===== src/rtl/screen_draw_ctrl.sv =====
// Raster-scans one of four picture ROMs and streams (x, y, colour) plot strobes.
// Build option: `define TRANSPARENT_EN to suppress plots whose colour is 3'b000.
module screen_draw_ctrl #(
  parameter int WIDTH   = 160,
  parameter int HEIGHT  = 120,
  parameter int ROM_LAT = 1
) (
  input  logic       clk,
  input  logic       reset,
  input  logic       start,
  input  logic [1:0] pic_sel,
  input  logic       abort,
  input  logic [2:0] q_front,
  input  logic [2:0] q_start,
  input  logic [2:0] q_win,
  input  logic [2:0] q_lose,
  output logic [7:0] rom_x,
  output logic [6:0] rom_y,
  output logic [7:0] vga_x,
  output logic [6:0] vga_y,
  output logic [2:0] vga_colour,
  output logic       vga_plot,
  output logic       busy,
  output logic       done,
  output logic [1:0] dbg_state
);

  // Handshake: start is a level request taken only while busy=0 (IDLE); once
  // taken, busy stays high until the cycle after the single-cycle done pulse.
  typedef enum logic [1:0] {IDLE, SCAN, DRAIN, DONE} state_t;

  localparam logic [7:0] X_LAST   = 8'(WIDTH - 1);
  localparam logic [6:0] Y_LAST   = 7'(HEIGHT - 1);
  localparam logic [1:0] DRAIN_LAST = 2'(ROM_LAT - 1);

  state_t     state, state_nx;
  logic [1:0] sel_q;
  logic [1:0] drain_cnt;
  logic       last_addr;
  logic       kill;

  logic [7:0]         px [ROM_LAT];
  logic [6:0]         py [ROM_LAT];
  logic [ROM_LAT-1:0] pv;

  assign last_addr = (rom_x == X_LAST) && (rom_y == Y_LAST);
  assign kill      = abort && ((state == SCAN) || (state == DRAIN));
  assign dbg_state = state;

  always_comb begin
    state_nx = state;
    busy     = 1'b1;
    done     = 1'b0;
    case (state)
      IDLE: begin
        busy = 1'b0;
        if (start) state_nx = SCAN;
      end
      SCAN: begin
        if (abort)          state_nx = IDLE;
        else if (last_addr) state_nx = DRAIN;
      end
      DRAIN: begin
        if (abort)                        state_nx = IDLE;
        else if (drain_cnt == DRAIN_LAST) state_nx = DONE;
      end
      DONE: begin
        done     = 1'b1;
        state_nx = IDLE;
      end
      default: state_nx = IDLE;
    endcase
  end

  always_ff @(posedge clk or posedge reset) begin
    if (reset) begin
      state     <= IDLE;
      sel_q     <= 2'd0;
      rom_x     <= 8'd0;
      rom_y     <= 7'd0;
      drain_cnt <= 2'd0;
    end else begin
      state <= state_nx;
      case (state)
        IDLE: begin
          if (start) begin
            sel_q <= pic_sel;
            rom_x <= 8'd0;
            rom_y <= 7'd0;
          end
        end
        SCAN: begin
          drain_cnt <= 2'd0;
          // The final address is held through DRAIN so rom_x/rom_y stay put.
          if (!abort && !last_addr) begin
            if (rom_x == X_LAST) begin
              rom_x <= 8'd0;
              rom_y <= rom_y + 7'd1;
            end else begin
              rom_x <= rom_x + 8'd1;
            end
          end
        end
        DRAIN:   drain_cnt <= drain_cnt + 2'd1;
        default: ;
      endcase
    end
  end

  // Valid bits travel with each issued address so the plot lines up with q.
  always_ff @(posedge clk or posedge reset) begin
    if (reset) begin
      pv <= '0;
    end else begin
      pv[0] <= (state == SCAN) && !kill;
      for (int i = 1; i < ROM_LAT; i++) pv[i] <= pv[i-1] && !kill;
    end
  end

  always_ff @(posedge clk) begin
    px[0] <= rom_x;
    py[0] <= rom_y;
    for (int i = 1; i < ROM_LAT; i++) begin
      px[i] <= px[i-1];
      py[i] <= py[i-1];
    end
  end

  always_comb begin
    vga_colour = q_front;
    case (sel_q)
      2'd0:    vga_colour = q_front;
      2'd1:    vga_colour = q_start;
      2'd2:    vga_colour = q_win;
      2'd3:    vga_colour = q_lose;
      default: vga_colour = q_front;
    endcase
  end

  assign vga_x = px[ROM_LAT-1];
  assign vga_y = py[ROM_LAT-1];

`ifdef TRANSPARENT_EN
  assign vga_plot = pv[ROM_LAT-1] && (vga_colour != 3'b000);
`else
  assign vga_plot = pv[ROM_LAT-1];
`endif

endmodule


===== config.mk =====
export PLATFORM = sky130hd
export DESIGN_NAME = screen_draw_ctrl
export DESIGN_NICKNAME = d
export VERILOG_FILES = /design/src/rtl/screen_draw_ctrl.sv
export SDC_FILE = /design/constraint.sdc
export NUM_CORES = 1
export LEC_CHECK = 0
export CORE_ASPECT_RATIO = 0.8
export CORE_MARGIN = 10
export CORE_UTILIZATION = 46
export DETAILED_ROUTE_END_ITERATION = 7
export PLACE_DENSITY_LB_ADDON = 0.08
export REMOVE_ABC_BUFFERS = 1
export SYNTH_ARGS = -nofsm -noshare
export SYNTH_HDL_FRONTEND = slang
export SYNTH_SLANG_ARGS = --single-unit

===== constraint.sdc =====
create_clock -name clk -period 2.1 [get_ports clk]
set_clock_uncertainty 0.05 [all_clocks]
set_input_delay 0.63 -clock clk [delete_from_list [all_inputs] [get_ports clk]]
set_output_delay 0.63 -clock clk [all_outputs]
set_load 0.005 [all_outputs]

Word level (Yosys, flattened, before mapping)

Memory sizes are Yosys's and may differ from the RTL's.
Cells that the tools add are included.

Memories kept: 2
Bits of input ports: 18
Bits in registers: 22
Output and inout bits: 38
Memory bits (writable): 15

Equal/unequal tests: 13
$add $sub $neg: 3
Multiplexer cells: 18
Reduce and logical (&&, ||, !) cells: 17

Memories:

| memory | depth | bits a word | read ports | clocked after Yosys merged registers in | wr ports | line | source |
|---|---|---|---|---|---|---|---|
| px     | 1     | 8           | 1          | 0                                       | 1        | 42   | `logic [7:0] px [ROM_LAT];` |
| py     | 1     | 7           | 1          | 0                                       | 1        | 43   | `logic [6:0] py [ROM_LAT];` |

Operator list:

| kind                                                   | number |
|---|---|
| 2-to-1 mux 8 bit                                       | 3 |
| 2-to-1 mux 7 bit                                       | 3 |
| one-hot mux 8 bit (2 select lines)                     | 1 |
| one-hot mux 7 bit (2 select lines)                     | 1 |
| one-hot mux 3 bit (4 select lines)                     | 1 |
| 2-to-1 mux 2 bit                                       | 5 |
| adder 8 x 1 -> 8 bit (second input constant)           | 1 |
| equality test 2 bit (second input constant)            | 4 |
| equality test 8 bit (second input constant)            | 1 |
| one-hot mux 2 bit (4 select lines)                     | 1 |
| adder 7 x 1 -> 7 bit (second input constant)           | 1 |
| equality test 7 bit (second input constant)            | 1 |
| zero test 2 bit                                        | 3 |
| inequality test 2 bit (second input constant)          | 3 |
| AND reduction 3 bit                                    | 2 |
| equality test 2 x 1 -> 1 bit (second input constant)   | 2 |
| logical AND 1 bit                                      | 4 |
| one-hot mux 2 bit (2 select lines)                     | 1 |
| AND reduction 4 bit                                    | 1 |
| nonzero test 2 bit                                     | 2 |
| zero test 1 bit                                        | 3 |
| inequality test 3 x 2 -> 1 bit (second input constant) | 1 |
| inequality test 3 bit (second input constant)          | 1 |
| adder 2 x 1 -> 2 bit (second input constant)           | 1 |
| 3 further kinds                                        | 4 |

Longest topological paths before layout

Word-level depth: 6
Gate-level depth with buffers: 8
Gate-level depth less buffers: 6

Worst setup path before layout

OpenSTA, ideal clock, no wires.

Path kind: register to register
Start: register rom_x[0]
End: register rom_y[5]
Clock period less this slack: 1.806 ns
Stages on the path, launching flop included: 7
Library setup time: 0.126 ns
Path slack: 0.294 ns
Buffers on the path: 1
Required time: 1.924 ns
Arrival: 1.630 ns
Cells stage by stage: dfrtp_1 > ha_1 > and4_1 > buf_4 > nand4_1 > o211a_1 > a221o_1

Word-level cells in the longest chain between the ends: 6
Elaborated cells between the ends (all ways): 7

RTL lines:

| element                                | line   | source |
|---|---|---|
| start: declaration                     | 17     | `output logic [7:0] rom_x,` |
| start signal: assignment               | 100    | `rom_x <= rom_x + 8'd1;` |
| equality test 8 bit *                  | 46, 96 |  |
| logical AND 1 bit                      | 46     | `assign last_addr = (rom_x == X_LAST) && (rom_y == Y_LAST);` |
| zero test 1 bit                        | 95     | `if (!abort && !last_addr) begin` |
| logical AND 1 bit                      | 95     |  |
| inequality test 2 bit (no source line) | -      |  |
| AND reduction 4 bit (no source line) * | -      |  |
| end signal: assignment                 | 98     | `rom_y <= rom_y + 7'd1;` |
| end: declaration                       | 18     | `output logic [6:0] rom_y,` |

Every way passes the cells marked *; elsewhere a longest branch is shown, timed or not.
A chain may end at the register's enable or synchronous reset.

Worst setup path after layout

Start: input port q_win[0]
End: output port vga_colour[0]

Word-level cells in the longest chain between the ends: 1

RTL lines:

| element                            | line | source |
|---|---|---|
| start: declaration                 | 15   | `input logic [2:0] q_win,` |
| one-hot mux 3 bit (4 select lines) | 131  | `case (sel_q)` |
| end: declaration                   | 21   | `output logic [2:0] vga_colour,` |

No other way between the ends.

==> results.yml <==
logic_synthesis:
  synth_edf_count: 0
  ys_warn_count: 0
  syn-cell-area_um2: 1840
  synth.avg_cell_area_um2: 10.4
  synth_cell_types: 45
  synth.largest_area_cell: "dfrtp_1"
  ys_top_cells_by_count: "dfrtp_1 (22), dfxtp_1 (15), nand2_1 (15)"
  ys_top_cells_by_area: "dfrtp_1 (30%), dfxtp_1 (16%), ha_1 (5.4%)"
  ys_ff_latch: 37
  synth_most_common_cell: "dfrtp_1"
  synthArstFlopShare_pct: 59.5
  ys.flop_type: "dfrtp_1"
  yosys.area.top_type_share_pct: 29.9
  seq_area_frac_synth_pct: 46.2
  postSynthCellCount: 178
finish:
  area_growth_pct: 46.4
  num_antenna_cells: 0
  layoutNonFillerInstCount: 313
  fin_util_pct: 70.5
  seq_area_um2: 857
  multi_input_area_um2: 920
  nets: 283
  final_cell_area_um2: 2700
  n_fill_cell: 302
  final_layout_size_suffix_gt1_share_pct: 21.7
route:
  met2WireLength_um: 2550
  vias: 1708
  drt_first_iter_violations: 169
  wire_per_inst_um: 16.3
  ant_nets: 0
  routed_wl_um: 5100
  wl_met3_um: 326
  wl_met1_um: 2130
  drc: 0
  first_pass_iters: 4
  routed.top_layer: "met4"
  via_per_inst: 5.46
sta:
  period_share_pct: 99.8
  drv_slew: 0
  finalSetupViolations: 0
  fmax_ghz: 0.477
  worst_pin_slew_ns: 0.480
  finalWorstSetupSlack_ns: 0.00404
  max_slew_margin_pct: 67.1
  rsz0062_at_grt: "false"
  fin_crit_ns: 2.10
  finalSetupTns_ns: 0
  hold_viol_final: 0
run:
  cap_violations: 0
worst_setup_path:
  worstSetupEndpointType: "output pin"
  worstPathRequired_ns: 1.42
  critPathMaxFanout: 1
  regToRegSetupSlack_ns: 0.17
  rr_endpoint: "rom_y[4]"
  reg2reg_depth: 7
  worst-setup-path-type: "primary input to output pin"
  crit_path_start_kind: "primary input"
  crit_arrival_ns: 1.42
  timing.rr.start: "dbg_state[0]"
die:
  ios: 56
  die_x_um: 90.8
  initial_core_util_pct: 48.1
  dieArea_um2: 6950
  die_h_um: 76.6
  fp.coreArea_um2: 3830
  num_rows: 20
global_routing:
  grt_pass1_wl_um: 8630
  overflow: 0
  grt_usage_pct: 14.9
  antenna_found_initial: 0
  grt_pass1_vias: 1764
  grt_max_degree: 23
placement:
  gp_congestion: 0.911
  hpwl_um: 4000
  dp_slack_ns: -0.573
  portBuffers: 55
  dpl-instance-area_um2: 2600
  dpl.cell_count: 303
clock_network:
  cts_buffers: 5
  clkSinkCount: 37
  clkSlewWorstSetupHoldPaths_ns: 0.08
  cts_buffer_depth: 2
  root_buffer: "clkbuf_8"
  cts_tree: "yes"
  cts_max_level: 2
  insertion_delay_ns: 0.30
  postCtsHoldBufs: 0
pwr:
  ir_worst_vdd_mv: 0.730
  leakage_nw: 1.14
  p_per_area_nw_per_um2: 1000
worst_hold_path:
  hold_depth: 0
  holdCritPathClass: "flip-flop to flip-flop"
  hold_start: "rom_x[3]"
  hold_end: "px[0][3]"
run_status:
  status: "complete, no violations"
sequential cells by signal (all words and copies together), names as in the netlist:
signal and cells:
rom_x 8, vga_plot 1, py 7, sel_q 2, dbg_state 2, px 8
rom_y 7, drain_cnt 2
stage by stage:
| step | total power, W | hold WS (ns) |
|---|---|---|
| floorplan | 0.00151 | 0.402 |
| global placement | 0.00216 | 0.417 |
| detailed placement | 0.00218 | 0.424 |
| CTS | 0.00271 | 0.428 |
| global route | 0.00290 | 0.456 |
| finish | 0.00270 | 0.427 |
kinds of logic (layout without fill, tap and decap cells):
logic type	count (synthesis)	count (layout)	synth area share [%]
AND/OR/NAND/NOR	66	66	21.0
AO/OA/AOI/OAI	39	39	15.2
flip-flops	37	37	46.2
buffers and inverters	17	97	3.94
multiplexers	11	11	8.21
adder cells (fa/ha/maj)	8	8	5.43
layer usage:
| layer | GRT usage (%) | up-vias |
|---|---|---|
| met4 | 5.63 | 0 |
| met1 | 17.3 | 817 |
| met3 | 4.33 | 9 |
| met5 | 0 | - |
| li1 | - | 830 |
| met2 | 25.5 | 52 |
final cells by class:
cell class,instances,area share [%]
Clock buffer,7,3.20
Clock inverter,1,0.278
Inverter,9,1.25
Multi-Input combinational cell,124,34.1
Sequential cell,37,31.8
Tap cell,55,2.55
Timing Repair Buffer,80,26.9
placed cells by master, fill, tap and decap left out, types with 2 or more instances in the layout:
master,count
mux2i_1,5
or3_1,3
clkbuf_2,3
nand2b_1,3
nor2b_1,2
nand4_1,7
inv_1,8
o211a_1,2
o311ai_0,2
and4_1,2
o21ai_0,9
mux2_2,3
clkdlybuf4s15_1,9
dfrtp_2,5
o211ai_1,7
dfrtp_1,17
mux4_2,3
and3_1,3
buf_4,25
nand2_1,15
nor3_1,5
a21oi_1,7
a31oi_1,2
dfxtp_1,15
clkdlybuf4s50_1,38
nand3_1,9
dlygate4sd2_1,2
a221o_1,3
ha_1,8
buf_6,3
nor2_1,7
clkbuf_8,6
critical path, stage by stage:
cell and delay [ns]:
clkdlybuf4s15_1 0.17, mux4_2 0.48, buf_6 0.13
power breakdown:
part / total [W] / leakage, nW / internal, W / switching [W]
logic: 0.00121 / 0.688 / 0.000680 / 0.000529
registers: 0.000978 / 0.408 / 0.000846 / 0.000132
clock network: 0.000512 / 0.0445 / 0.000266 / 0.000246
total: 0.00270 / 1.14 / 0.00179 / 0.000906
timing repair:
item | 4_1_cts | 5_1_grt
resized for setup | 42 | 8
buffers inserted | 2 | 0
setup endpoints to repair | 5 | 5
worst max path at each step:
stage                       startpoint             to  slack (ns)  depth (start not counted)
after global placement       q_lose[1]  vga_colour[1]       -0.52                          3
after CTS                   q_start[0]  vga_colour[0]       -0.04                          3
after detailed placement    q_front[0]  vga_colour[0]       -0.57                          3
final                         q_win[0]  vga_colour[0]       0.004                          3
after floorplan           dbg_state[1]       rom_y[3]      -0.009                          6
after global routing         q_lose[1]  vga_colour[1]       0.001                          3
No activity file was read; power rests on OpenSTA's default activity.
